--- src/rtl/serial_alu_ctrl_if.sv ---
// Handshake and operand/result bundle for the bit-serial ALU sequencer.
// The master side (decoder) issues start with operands and control; the
// slave side (sequencer) answers with busy/done and the registered result.
interface serial_alu_ctrl_if #(
    parameter int WIDTH = 32
);
    logic             start_i;
    logic [WIDTH-1:0] src1_i;
    logic [WIDTH-1:0] src2_i;
    logic [3:0]       ALU_control_i;
    logic             busy_o;
    logic             done_o;
    logic [WIDTH-1:0] result_o;
    logic             zero_o;
    logic             cout_o;
    logic             overflow_o;

    modport slave (
        input  start_i, src1_i, src2_i, ALU_control_i,
        output busy_o, done_o, result_o, zero_o, cout_o, overflow_o
    );

    modport master (
        output start_i, src1_i, src2_i, ALU_control_i,
        input  busy_o, done_o, result_o, zero_o, cout_o, overflow_o
    );
endinterface

--- src/rtl/serial_alu_ctrl.sv ---
// Bit-serial ALU sequencer: one WIDTH-bit operation is evaluated LSB first by
// a single 1-bit ALU slice over WIDTH cycles, followed by a fix-up cycle that
// resolves SLT and registers the flags, and a done cycle.
module serial_alu_ctrl #(
    parameter int WIDTH = 32
) (
    input  logic             clk_i,
    input  logic             rst_n,
    serial_alu_ctrl_if.slave bus
);
    localparam int CW = (WIDTH > 2) ? $clog2(WIDTH) : 1;
    localparam logic [CW-1:0] LAST_BIT = CW'(WIDTH - 1);

    typedef enum logic [1:0] {IDLE, RUN, FIX, DONE} state_t;

    typedef struct packed {
        logic       a_inv;
        logic       b_inv;
        logic [1:0] op;
        logic       is_slt;
        logic       is_arith;   // ADD/SUB: flags are reported
        logic       valid;
    } dec_t;

    // Control code to slice drive; unknown codes drive nothing and yield zero.
    function automatic dec_t decode(input logic [3:0] code);
        dec_t d;
        d = '0;
        d.valid = 1'b1;
        case (code)
            4'b0000: d.op = 2'b00;
            4'b0001: d.op = 2'b01;
            4'b0010: begin d.op = 2'b10; d.is_arith = 1'b1; end
            4'b0110: begin d.op = 2'b10; d.b_inv = 1'b1; d.is_arith = 1'b1; end
            4'b1100: begin d.op = 2'b00; d.a_inv = 1'b1; d.b_inv = 1'b1; end
            4'b0111: begin d.op = 2'b10; d.b_inv = 1'b1; d.is_slt = 1'b1; end
            default: d.valid = 1'b0;
        endcase
        return d;
    endfunction

    state_t           state;
    logic [WIDTH-1:0] a_sh, b_sh, res_sh;
    logic [3:0]       ctrl;
    logic [CW-1:0]    cnt;
    logic             carry, msb_sum, msb_ovf;
    logic             busy, done, zero, cout, ovf;
    logic [WIDTH-1:0] result;

    dec_t             dec_run, dec_new;
    logic             sa, sb, s_sum, s_cout, slice_out, res_bit;
    logic [WIDTH-1:0] fix_result;

    assign dec_run = decode(ctrl);
    assign dec_new = decode(bus.ALU_control_i);

    // The single 1-bit ALU slice; carry flop feeds cin (preset to B_invert for bit 0).
    always_comb begin
        sa        = a_sh[0] ^ dec_run.a_inv;
        sb        = b_sh[0] ^ dec_run.b_inv;
        s_sum     = sa ^ sb ^ carry;
        s_cout    = (sa & sb) | (sa & carry) | (sb & carry);
        slice_out = 1'b0;
        case (dec_run.op)
            2'b00:   slice_out = sa & sb;
            2'b01:   slice_out = sa | sb;
            2'b10:   slice_out = s_sum;
            default: slice_out = 1'b0;   // less input is tied low
        endcase
        res_bit = (dec_run.is_slt || !dec_run.valid) ? 1'b0 : slice_out;
    end

    // Final result selection applied in the fix-up cycle.
    always_comb begin
        fix_result = '0;
        if (dec_run.is_slt)
            fix_result[0] = msb_sum ^ msb_ovf;
        else if (dec_run.valid)
            fix_result = res_sh;
    end

    // Sequencer FSM with registered handshake and result outputs.
    always_ff @(posedge clk_i or negedge rst_n) begin
        if (!rst_n) begin
            state   <= IDLE;
            a_sh    <= '0;
            b_sh    <= '0;
            res_sh  <= '0;
            ctrl    <= '0;
            cnt     <= '0;
            carry   <= 1'b0;
            msb_sum <= 1'b0;
            msb_ovf <= 1'b0;
            busy    <= 1'b0;
            done    <= 1'b0;
            result  <= '0;
            zero    <= 1'b1;
            cout    <= 1'b0;
            ovf     <= 1'b0;
        end else begin
            case (state)
                IDLE: begin
                    done <= 1'b0;
                    // The done cycle itself never accepts a new request.
                    if (bus.start_i && !done) begin
                        a_sh  <= bus.src1_i;
                        b_sh  <= bus.src2_i;
                        ctrl  <= bus.ALU_control_i;
                        cnt   <= '0;
                        carry <= dec_new.b_inv;
                        busy  <= 1'b1;
                        state <= RUN;
                    end
                end
                RUN: begin
                    a_sh   <= a_sh >> 1;
                    b_sh   <= b_sh >> 1;
                    res_sh <= {res_bit, res_sh[WIDTH-1:1]};
                    carry  <= s_cout;
                    cnt    <= cnt + 1'b1;
                    if (cnt == LAST_BIT) begin
                        msb_sum <= s_sum;
                        msb_ovf <= carry ^ s_cout;
                        state   <= FIX;
                    end
                end
                FIX: begin
                    result <= fix_result;
                    zero   <= (fix_result == '0);
                    cout   <= dec_run.is_arith ? carry : 1'b0;
                    ovf    <= dec_run.is_arith ? msb_ovf : 1'b0;
                    state  <= DONE;
                end
                DONE: begin
                    done  <= 1'b1;
                    busy  <= 1'b0;
                    state <= IDLE;
                end
                default: state <= IDLE;
            endcase
        end
    end

    assign bus.busy_o     = busy;
    assign bus.done_o     = done;
    assign bus.result_o   = result;
    assign bus.zero_o     = zero;
    assign bus.cout_o     = cout;
    assign bus.overflow_o = ovf;
endmodule

--- src/flat_wrapper.sv ---
// flat-port wrapper written by rule: the top's interface ports become plain ports
module serial_alu_ctrl_flat 
#(
    parameter int WIDTH = 32
)
  (clk_i, rst_n, bus_start_i, bus_src1_i, bus_src2_i, bus_ALU_control_i, bus_busy_o, bus_done_o, bus_result_o, bus_zero_o, bus_cout_o, bus_overflow_o);
  serial_alu_ctrl_if #(.WIDTH(WIDTH)) bus_i ();
  input  logic clk_i;
  input  logic rst_n;
  input wire logic [$bits(bus_i.start_i)-1:0] bus_start_i;
  input wire logic [$bits(bus_i.src1_i)-1:0] bus_src1_i;
  input wire logic [$bits(bus_i.src2_i)-1:0] bus_src2_i;
  input wire logic [$bits(bus_i.ALU_control_i)-1:0] bus_ALU_control_i;
  output wire logic [$bits(bus_i.busy_o)-1:0] bus_busy_o;
  output wire logic [$bits(bus_i.done_o)-1:0] bus_done_o;
  output wire logic [$bits(bus_i.result_o)-1:0] bus_result_o;
  output wire logic [$bits(bus_i.zero_o)-1:0] bus_zero_o;
  output wire logic [$bits(bus_i.cout_o)-1:0] bus_cout_o;
  output wire logic [$bits(bus_i.overflow_o)-1:0] bus_overflow_o;
  assign bus_i.start_i = bus_start_i;
  assign bus_i.src1_i = bus_src1_i;
  assign bus_i.src2_i = bus_src2_i;
  assign bus_i.ALU_control_i = bus_ALU_control_i;
  assign bus_busy_o = bus_i.busy_o;
  assign bus_done_o = bus_i.done_o;
  assign bus_result_o = bus_i.result_o;
  assign bus_zero_o = bus_i.zero_o;
  assign bus_cout_o = bus_i.cout_o;
  assign bus_overflow_o = bus_i.overflow_o;
  serial_alu_ctrl #(.WIDTH(WIDTH)) u_core (.clk_i(clk_i), .rst_n(rst_n), .bus(bus_i));
endmodule
--- config.mk ---
export PLATFORM = sky130hd
export DESIGN_NAME = serial_alu_ctrl_flat
export DESIGN_NICKNAME = d
export VERILOG_FILES = /design/src/rtl/serial_alu_ctrl_if.sv /design/src/rtl/serial_alu_ctrl.sv /design/src/flat_wrapper.sv
export SDC_FILE = /design/constraint.sdc
export NUM_CORES = 1
export LEC_CHECK = 0
export BUFFER_PORTS_ARGS = -buffer_cell sky130_fd_sc_hd__buf_4
export CORE_ASPECT_RATIO = 0.7
export CORE_MARGIN = 3
export CORE_UTILIZATION = 29
export CTS_CLUSTER_DIAMETER = 80
export CTS_CLUSTER_SIZE = 30
export DETAILED_ROUTE_END_ITERATION = 10
export GPL_TIMING_DRIVEN = 0
export PLACE_DENSITY = 0.58
export SYNTH_ARGS = -nofsm -noshare
export SYNTH_HDL_FRONTEND = slang
export SYNTH_SLANG_ARGS = --single-unit
--- constraint.sdc ---
create_clock -name clk_i -period 4.8 [get_ports clk_i]
set_input_delay 0.72 -clock clk_i [delete_from_list [all_inputs] [get_ports clk_i]]
set_output_delay 0.72 -clock clk_i [all_outputs]
set_load 0.01 [all_outputs]
==> results of run 1 <==
==> cells by family after synthesis <==
| group | count (synthesis) | synth area share |
|---|---|---|
| flops | 147 | 0.5601 |
| simple gates | 136 | 0.09046 |
| mux | 98 | 0.1562 |
| buf+inv | 77 | 0.05123 |
| fa+ha+maj | 10 | 0.02019 |
| xor+xnor | 5 | 0.006665 |
| compound gates | 127 | 0.1152 |
==> final cells by class <==
| class | instances | area, um^2 |
|---|---|---|
| Fill cell | 2191 | 13580 |
| Buffer | 37 | 186.4 |
| Sequential cell | 147 | 3680 |
| Multi-Input combinational cell | 376 | 2554 |
| Inverter | 40 | 150.1 |
| Tap cell | 282 | 352.8 |
| Timing Repair Buffer | 108 | 834.6 |
| Clock buffer | 22 | 474.2 |
| Clock inverter | 10 | 148.9 |
==> worst reg2reg max path, delay by kind of cell, from the launching register on <==
family                     cells  cell delay (ps)
DFF                            1              470
AOI/OAI and AO/OA              3              610
adders and majority gates      1              470
and+or+nand+nor                2              540
xor gates and xnor gates       1              210
==> per-layer routing <==
metal  vias up  track usage  wire, um
met5         -            0         0
met4         0      0.03514       179
met3        14      0.04771       926
met2        93       0.1705      6012
met1      2241       0.2081      8563
li1       2324            -         -
==> Yosys cell counts <==
cell       number
a211oi_1        1
a21o_1          1
a21oi_1         4
a22o_1          3
a2bb2oi_1       1
a32o_1          2
and2b_1         1
and3_1          1
and3b_4         1
and4_1          2
buf_2          20
buf_6           3
clkbuf_1       14
dfrtp_1       146
dfstp_2         1
fa_1            1
ha_1            9
inv_1          40
mux2_2         36
mux2i_1        62
nand2_1       102
nand2b_1        3
nand3_1         4
nand3b_1        1
nor2_1          5
nor2b_1         6
nor3b_1         2
nor4_1          8
o21ai_0        79
o22a_1          1
o22ai_1        28
o22ai_2         4
o311ai_0        1
o31ai_1         1
o31ai_4         1
xnor2_1         4
xor2_1          1
==> power by group <==
group	switching (uW)	total, uW	internal [uW]
Clock	540	1410	865
Combinational	1260	2200	942
Sequential	315	2020	1710
==> flip-flops by register name (all words and copies together), names as in the netlist, 2 cells and up <==
signal / count
u_core.bus.result_o: 32
u_core.b_sh: 32
u_core.state: 2
u_core.a_sh: 32
u_core.res_sh: 32
u_core.cnt: 5
u_core.ctrl: 4
==> metrics by stage <==
stage / utilization / cells / power [uW]
after floorplan: - / 600 / 3553
after global placement: 0.3519 / 989 / 4243
after detailed placement: 0.3533 / 990 / 4281
after CTS: 0.3817 / 1022 / 5714
after global routing: 0.3817 / 1022 / 6084
final: 0.3817 / 1022 / 5626
==> final timing paths <==
| check | to | slack (ps) | depth (start not counted) |
|---|---|---|---|
| max | u_core.res_sh[31] | 2430 | 7 |
| min | u_core.a_sh[16] | 240 | 1 |
| max reg2reg | u_core.res_sh[31] | 2430 | 7 |
| min reg2reg | u_core.a_sh[3] | 480 | 2 |
| max in group asynchronous | u_core.bus.result_o[30] | 3670 | 2 |
| min in group clk_i | u_core.a_sh[3] | 480 | 2 |
==> cells in the final DEF, fill, tap and decap left out, drive strengths merged, types with 2 or more instances in the layout <==
cell	synthesis	final
xnor2	4	4
clkinv	0	4
clkbuf	14	36
and4	2	2
buf	23	131
ha	9	9
mux2i	62	62
nor3b	2	2
nor2b	6	6
o31ai	2	2
nor2	5	5
nor4	8	8
a32o	2	2
bufinv	0	3
o21ai	79	79
inv	40	41
mux2	36	36
a21oi	4	4
nand2b	3	3
nand3	4	4
clkinvlp	0	2
nand2	102	102
dfrtp	146	146
a22o	3	3
o22ai	32	32
==> impl_summary.log, run 1 <==
[metrics] run status: finished, final reports clean
[metrics] H-Tree Level Count: 4
[metrics] final antenna diode count: 0
[metrics] Total Routed Length: 15680 um
[metrics] number of antenna violations at the first check in global routing: 0
[metrics] TritonCTS buffer count: 17
[metrics] unrepaired setup endpoints after global routing: no
[metrics] cell count after synthesis: 600
[metrics] clock insertion delay at the later pin of the skew report: ~430 ps
[metrics] mean instance size in the synthesized netlist: about 11 um^2
[metrics] Resize count post-CTS: 0
[metrics] via count of the routed design: about 4700
[metrics] fin crit share: 0.4931
[metrics] post-layout min period: 2367 ps
[metrics] net total in the final layout: 808
[metrics] count of antenna-violating nets left after detailed routing: 0
[metrics] kind of launch point of the worst setup path: register
[metrics] Netlist cell types: 37
[metrics] buffers inserted by post-CTS timing repair: 0
[metrics] sequential-to-total area share from yosys stat: 0.5601
[metrics] reg-to-reg critical path startpoint: u_core.ctrl[0]
[metrics] Pwr per Cell Area: between 600 and 700 nW/um^2
[metrics] area added between synthesis and finish: 27.56%
[metrics] net count after synthesis: between 600 and 700
[metrics] placer congestion estimate: about 0.77
[metrics] minimum setup slack after placement: 2500 ps
[metrics] total DRC errors in the routed layout: 0
[metrics] number of top-level pins: about 110
[metrics] die height: about 130 um
[metrics] Layout Cell Area excl Fill: around 8400 um^2
[metrics] cell with the largest stage delay on the worst path: dfrtp_1
[metrics] max-slew violation total from the final report: 0
[metrics] Setup Total Neg Slack: 0 ps
[metrics] area enclosed by the die boundary: roughly 25000 um^2
[metrics] Max IR drop VDD: 247.6 uV
[metrics] post-synthesis instance area: 6570 um^2
[metrics] worst hold slack after final layout: 242.1 ps
[metrics] number of sinks handled by clock tree synthesis: 147
[metrics] achievable clock frequency: between 400 and 500 MHz
[metrics] number of violations reported at the end of detailed-routing iteration 0: roughly 290
[metrics] static leakage power: between 0.003 and 0.004 uW
[metrics] top-area cell type share of the netlist area: 0.5561
[metrics] biggest area contributors in the synthesized netlist: dfrtp_1 (56%), mux2i_1 (9.4%), mux2_2 (6.2%), o21ai_0 (6.0%), nand2_1 (5.8%)
[metrics] Die W: ~190 um
[metrics] Clock Tree Buf Depth: 2
[metrics] number of port buffers: about 110
[metrics] final setup skew: around 11 ps
[metrics] crit path DAT: 2710 ps
[metrics] Rel. slew slack: 0.6367
[metrics] slew of the pin with the lowest slew margin: roughly 540 ps
[metrics] cts-stage hold buffer count: 0
[metrics] TritonCTS clock tree: built
[metrics] # setup viols final: 0
[metrics] placeable core region: around 22000 um^2
[metrics] number of endpoints with negative hold slack in the final report: 0
[metrics] starting density of the core: 0.2992
[metrics] maximum fanout encountered on the critical timing path: 9
[metrics] Post-Place Cell Area: 7757 um^2
[metrics] ratio of cells with drive above 1 in the final layout: 0.2757
[metrics] maximum number of pins on one net before global-route repair: 95
[metrics] first-pass GRT wire length: between 20000 and 30000 um
[metrics] average detailed-routed wire length per instance: 15.34 um
[metrics] sum of net half-perimeters after detailed placement: 11120 um
[metrics] Setup WS post-layout: 2433 ps
[metrics] routed vias/inst: between 4 and 5
[metrics] first element of the critical path: u_core.ctrl[0]
[metrics] vias in the first global route: ~4700
[metrics] first-pass iteration count of the detailed router: 7
[metrics] Required @ worst endpoint: 5140 ps
[metrics] clock tree root buffer cell: clkbuf_16
[metrics] critical path's top delay family: compound AO/OA/AOI/OAI gates
[metrics] sum of overflow across all layers after global routing: 0
[metrics] Synth Register Bits: roughly 150
[metrics] Largest stage delay, worst path: 470 ps
[metrics] critical path, cell by cell: and3b_4, nor2b_1, xnor2_1, fa_1, o311ai_0, o21ai_0, a21oi_1
[metrics] row count: between 40 and 50
[metrics] HP Class: in2async
[metrics] crit path kind: reg2reg
[metrics] MaxCap Viol Count: 0
[metrics] cell type contributing the most total cell area after synthesis: dfrtp_1
[metrics] nature of the critical path endpoint: register
[metrics] number of warnings printed during yosys synthesis: 0
[metrics] clock slew seen by the registers of the worst setup and hold paths: approximately 70 ps
[metrics] global-route total usage across every layer: 0.1331
[metrics] number of buffer and inverter stages on the critical path: 0
No activity file was read; power rests on OpenSTA's default activity.
==> run 2: changes to the inputs <==
clock period = 2.3 ns   (was 4.8 ns; I/O delays follow)
==> impl_summary.log, run 2 (synthesized netlist as in run 1, its figures left out) <==
[metrics] Die W: around 190 um
[metrics] crit path kind: reg2reg
[metrics] first-pass iteration count of the detailed router: 6
[metrics] net switching share of the total power: 0.3752
[metrics] net total in the final layout: roughly 810
[metrics] Largest stage delay, worst path: approximately 520 ps
[metrics] kind of launch point of the worst setup path: register
[metrics] Flop pwr share: 0.358
[metrics] internal power component: ~7400 uW
[metrics] final setup skew: between 10 and 15 ps
[metrics] Placed Cells: roughly 1000
[metrics] clock tree root buffer cell: clkbuf_16
[metrics] static leakage power: 0.003848 uW
[metrics] combinational cell fraction of total power: 0.395
[metrics] TritonCTS buffer count: 17
[metrics] row count: between 40 and 50
[metrics] Max IR drop VDD: about 530 uV
[metrics] cell with the largest stage delay on the worst path: fa_1
[metrics] average detailed-routed wire length per instance: 15.35 um
[metrics] vias in the first global route: approximately 4800
[metrics] clock insertion delay at the later pin of the skew report: roughly 430 ps
[metrics] max-slew violation total from the final report: 0
[metrics] unrepaired setup endpoints after global routing: no
[metrics] Setup Total Neg Slack: 0 ps
[metrics] crit path DAT: 2530 ps
[metrics] Rel. slew slack: 0.6378
[metrics] critical path, cell by cell: and3b_4, nor2b_2, xnor2_2, fa_1, o311ai_2, o21ai_0, a21oi_1
[metrics] HP Class: in2reg
[metrics] Required @ worst endpoint: about 2700 ps
[metrics] ratio of cells with drive above 1 in the final layout: 0.2894
[metrics] final antenna diode count: 0
[metrics] die height: between 100 and 150 um
[metrics] switching power: 4449 uW
[metrics] MaxCap Viol Count: 0
[metrics] H-Tree Level Count: 4
[metrics] fin crit share: 0.9503
[metrics] number of sinks handled by clock tree synthesis: about 150
[metrics] worst hold slack after final layout: 144.3 ps
[metrics] maximum number of pins on one net before global-route repair: 95
[metrics] count of antenna-violating nets left after detailed routing: 0
[metrics] achievable clock frequency: between 400 and 500 MHz
[metrics] number of endpoints with negative hold slack in the final report: 0
[metrics] maximum fanout encountered on the critical timing path: 9
[metrics] clock slew seen by the registers of the worst setup and hold paths: roughly 60 ps
[metrics] post-layout min period: approximately 2200 ps
[metrics] TritonCTS clock tree: built
[metrics] total DRC errors in the routed layout: 0
[metrics] critical path's top delay family: simple AND/OR/NAND/NOR gates
[metrics] number of port buffers: between 100 and 150
[metrics] setup slack of the most critical reg-to-reg path: approximately 110 ps
[metrics] global-route total usage across every layer: 0.1334
[metrics] number of antenna violations at the first check in global routing: 0
[metrics] nature of the critical path endpoint: register
[metrics] filler cell count: between 2000 and 2500
[metrics] most common cell after layout, fill and taps aside: dfrtp_1
[metrics] sum of net half-perimeters after detailed placement: between 10000 and 15000 um
[metrics] via count of the routed design: 4698
[metrics] run status: finished, final reports clean
[metrics] # setup viols final: 0
[metrics] slew of the pin with the lowest slew margin: 543.3 ps
[metrics] first-pass GRT wire length: approximately 26000 um
[metrics] routed vias/inst: 4.583
[metrics] number of top-level pins: ~110
[metrics] starting density of the core: 0.2992
[metrics] power share of the clock group: 0.248
[metrics] placeable core region: 21960 um^2
[metrics] Post-Layout Cell Count: slightly above 1000
[metrics] area enclosed by the die boundary: between 20000 and 25000 um^2
[metrics] Clock Tree Buf Depth: 2
[metrics] placer congestion estimate: between 0.7 and 0.8
[metrics] sum of overflow across all layers after global routing: 0
[metrics] area added between synthesis and finish: 28.39%
[metrics] number of violations reported at the end of detailed-routing iteration 0: around 250
[metrics] Total Routed Length: 15730 um
[metrics] Pwr per Cell Area: ~1400 nW/um^2
[metrics] number of buffer and inverter stages on the critical path: 0
[metrics] leading cell types in the layout, fill and taps excluded: dfrtp_1 (143), buf_4 (108), nand2_1 (102)
-- run 2: path summary, 6_finish.rpt --
check,to,depth (start not counted),start
min,u_core.b_sh[31],2,bus_src2_i[31]
max in group asynchronous,u_core.bus.result_o[30],3,rst_n
max reg2reg,u_core.res_sh[31],7,u_core.ctrl[0]
min reg2reg,u_core.b_sh[21],2,u_core.b_sh[21]
max,u_core.res_sh[31],7,u_core.ctrl[0]
min in group asynchronous,u_core.a_sh[16],2,rst_n
-- run 2: cell type report --
class / count / area [um^2] / share of cell area
sequential: 147 / 3684 / 0.4367
multi-input combinational: 376 / 2580 / 0.3058
timing repair buffer: 111 / 859.6 / 0.1019
clock buffer: 22 / 474.2 / 0.05621
tap: 282 / 352.8 / 0.04183
buffer: 37 / 186.4 / 0.02210
inverter: 40 / 150.1 / 0.01780
clock inverter: 10 / 148.9 / 0.01765
-- run 2: power by group through the flow --
stage	registers [uW]	logic, uW	clock network [uW]
finish	4240	4680	2930
global route	4370	5310	3130
CTS	4230	4730	3010
detailed placement	4260	4680	0
global placement	4240	4620	0
floorplan	4120	3290	0
-- run 2: per-layer routing --
| metal | GRT usage | up-vias | share of wire |
|---|---|---|---|
| li1 | - | 2334 | - |
| met1 | 0.2079 | 2257 | 0.54 |
| met5 | 0 | - | 0 |
| met4 | 0.03514 | 0 | 0.011 |
| met2 | 0.1717 | 93 | 0.39 |
| met3 | 0.04771 | 14 | 0.060 |
-- run 2: repair_timing --
action / 4_1_cts / 5_1_grt
gates resized for setup: 3 / 8
setup buffers: 1 / 1
endpoints found under the hold margin: 53 / 0
pin swaps: 1 / 1
setup endpoints to repair: 1 / 62
hold buffers: 1 / 0
-- run 2: metrics by stage --
| step | power (uW) | util | cell area (um^2) | setup slack (ps) |
|---|---|---|---|---|
| after floorplan | 7415 | - | 6570 | 210.5 |
| after CTS | 11970 | 0.3830 | 8409 | 8.672 |
| after detailed placement | 8934 | 0.3533 | 7757 | 0.4405 |
| after global placement | 8855 | 0.3519 | 7726 | 10.43 |
| after global routing | 12820 | 0.3842 | 8436 | 8.848 |
| final | 11860 | 0.3842 | 8436 | 114.4 |
==> run 3: changes to the inputs <==
CELL_PAD_IN_SITES_DETAIL_PLACEMENT = 0   (was not set)
CELL_PAD_IN_SITES_GLOBAL_PLACEMENT = 1   (was not set)
GPL_ROUTABILITY_DRIVEN = 0   (was not set)
PLACE_DENSITY = 0.6   (was 0.58)
==> impl_summary.log, run 3 (synthesized netlist as in run 1, its figures left out) <==
[metrics] run status: finished, final reports clean
[metrics] Clock Tree Buf Depth: 2
[metrics] MaxCap Viol Count: 0
[metrics] net switching share of the total power: 0.3813
[metrics] Post-Layout Cell Count: just over 1000
[metrics] number of antenna violations at the first check in global routing: 0
[metrics] max-slew violation total from the final report: 0
[metrics] sum of net half-perimeters after detailed placement: between 10000 and 15000 um
[metrics] fin crit share: 0.9259
[metrics] placeable core region: roughly 22000 um^2
[metrics] Die W: roughly 190 um
[metrics] Largest stage delay, worst path: between 500 and 600 ps
[metrics] nature of the critical path endpoint: register
[metrics] Setup Total Neg Slack: 0 ps
[metrics] launch point of the worst hold path: bus_src1_i[31]
[metrics] clock insertion delay at the later pin of the skew report: approximately 420 ps
[metrics] post-layout min period: between 2000 and 2500 ps
[metrics] setup slack of the most critical reg-to-reg path: 170 ps
[metrics] destination of the worst register-to-register timing path: u_core.res_sh[31]
[metrics] Register-to-Register Path Depth: 7
[metrics] clock tree root buffer cell: clkbuf_16
[metrics] # setup viols final: 0
[metrics] final antenna diode count: 0
[metrics] routed vias/inst: 4.668
[metrics] number of endpoints with negative hold slack in the final report: 0
[metrics] reg-to-reg critical path startpoint: u_core.ctrl[0]
[metrics] clock slew seen by the registers of the worst setup and hold paths: about 60 ps
[metrics] crit path DAT: 2470 ps
[metrics] slew of the pin with the lowest slew margin: between 600 and 700 ps
[metrics] average detailed-routed wire length per instance: roughly 16 um
[metrics] number of sinks handled by clock tree synthesis: between 100 and 150
[metrics] Rel. slew slack: 0.5453
[metrics] net total in the final layout: between 800 and 900
[metrics] worst hold slack after final layout: 144.6 ps
[metrics] maximum fanout encountered on the critical timing path: 9
[metrics] first-pass GRT wire length: about 26000 um
[metrics] first-pass iteration count of the detailed router: 4
[metrics] area enclosed by the die boundary: 24530 um^2
[metrics] ratio of cells with drive above 1 in the final layout: 0.2894
[metrics] Flop pwr share: 0.363
[metrics] combinational cell fraction of total power: 0.402
[metrics] Max IR drop VDD: 603.8 uV
[metrics] internal power component: 7229 uW
[metrics] maximum number of pins on one net before global-route repair: 79
[metrics] most common cell after layout, fill and taps aside: dfrtp_1
[metrics] total DRC errors in the routed layout: 0
[metrics] number of top-level pins: 108
[metrics] HP Class: in2reg
[metrics] global-route total usage across every layer: 0.1340
[metrics] number of violations reported at the end of detailed-routing iteration 0: between 200 and 250
[metrics] TritonCTS buffer count: 17
[metrics] Placed Cells: 990
[metrics] area added between synthesis and finish: 27.69%
[metrics] TritonCTS clock tree: built
[metrics] die height: roughly 130 um
[metrics] cell with the largest stage delay on the worst path: fa_1
[metrics] hold depth: 2
[metrics] Total Routed Length: 15970 um
[metrics] sum of overflow across all layers after global routing: 0
[metrics] Pwr per Cell Area: 1393 nW/um^2
[metrics] first element of the critical path: u_core.ctrl[0]
[metrics] unrepaired setup endpoints after global routing: no
[metrics] crit path kind: reg2reg
[metrics] power share of the clock group: 0.234
[metrics] H-Tree Level Count: 4
[metrics] count of antenna-violating nets left after detailed routing: 0
[metrics] kind of launch point of the worst setup path: register
[metrics] static leakage power: 0.003826 uW
[metrics] Hold EP: u_core.a_sh[31]
[metrics] via count of the routed design: between 4000 and 5000
[metrics] final setup skew: 11.02 ps
[metrics] row count: 45
[metrics] vias in the first global route: roughly 4800
[metrics] leading cell types in the layout, fill and taps excluded: dfrtp_1 (143), buf_4 (109), nand2_1 (102)
[metrics] critical path, cell by cell: and3b_4, nor2b_2, xnor2_2, fa_1, o311ai_2, o21ai_1, a21oi_1
[metrics] achievable clock frequency: roughly 470 MHz
[metrics] starting density of the core: 0.2992
[metrics] filler cell count: 2168
[metrics] Required @ worst endpoint: between 2000 and 3000 ps
[metrics] number of port buffers: 107
[metrics] switching power: 4456 uW
run 3: worst max-delay path by stage:
| stage | to | depth (start not counted) |
|---|---|---|
| after floorplan | u_core.res_sh[31] | 7 |
| after global placement | u_core.res_sh[31] | 7 |
| after detailed placement | u_core.res_sh[31] | 7 |
| after CTS | u_core.res_sh[31] | 7 |
| after global routing | u_core.res_sh[31] | 9 |
| final | u_core.res_sh[31] | 7 |
run 3: stage by stage:
step | utilization | setup WS [ps] | total power, uW | cell area, um^2
2_1_floorplan | - | 210.5 | 7415 | 6570
3_3_place_gp | 0.3519 | 21.46 | 8754 | 7726
3_5_place_dp | 0.3533 | -35.90 | 8956 | 7757
4_1_cts | 0.3804 | 15.23 | 11760 | 8353
5_1_grt | 0.3821 | 20.05 | 12640 | 8389
6_report | 0.3821 | 170.4 | 11680 | 8389
run 3: what timing repair did:
| item | 4_1_cts | 5_1_grt |
|---|---|---|
| endpoints found under the hold margin | 69 | 0 |
| gates resized for setup | 3 | 8 |
| setup endpoints to repair | 1 | 19 |
| pin swaps | 0 | 1 |
| setup buffers | 0 | 3 |
| hold buffers | 1 | 0 |
run 3: worst max-delay path: cells and delay by family (launching register included):
family | cells | cell delay (ps)
flip-flops | 1 | 460
AND/OR/NAND/NOR | 2 | 520
AO/OA/AOI/OAI | 3 | 440
XOR/XNOR | 1 | 110
adder cells (fa/ha/maj) | 1 | 530
run 3: layout make-up:
cell class / count / area (um^2) / area share
sequential: 147 / 3684 / 0.4391
multi-input combinational: 376 / 2575 / 0.3069
timing repair buffer: 112 / 867.1 / 0.1034
clock buffer: 19 / 442.9 / 0.05280
tap: 282 / 352.8 / 0.04206
buffer: 37 / 186.4 / 0.02222
inverter: 40 / 150.1 / 0.01790
clock inverter: 12 / 131.4 / 0.01566
run 3: power groups by stage:
stage                     Sequential [uW]  Clock (uW)  Combinational [uW]
after floorplan                      4120           0                3290
after global placement               4230           0                4520
after detailed placement             4280           0                4680
after CTS                            4250        2820                4700
after global routing                 4380        2940                5320
final                                4250        2740                4700
run 3: layer usage:
layer | vias to the layer above | GRT usage | share of wire
met5 | - | 0 | 0
met4 | 0 | 0.04093 | 0.011
met3 | 12 | 0.03227 | 0.038
met2 | 74 | 0.1970 | 0.44
met1 | 2363 | 0.1953 | 0.52
li1 | 2336 | - | -
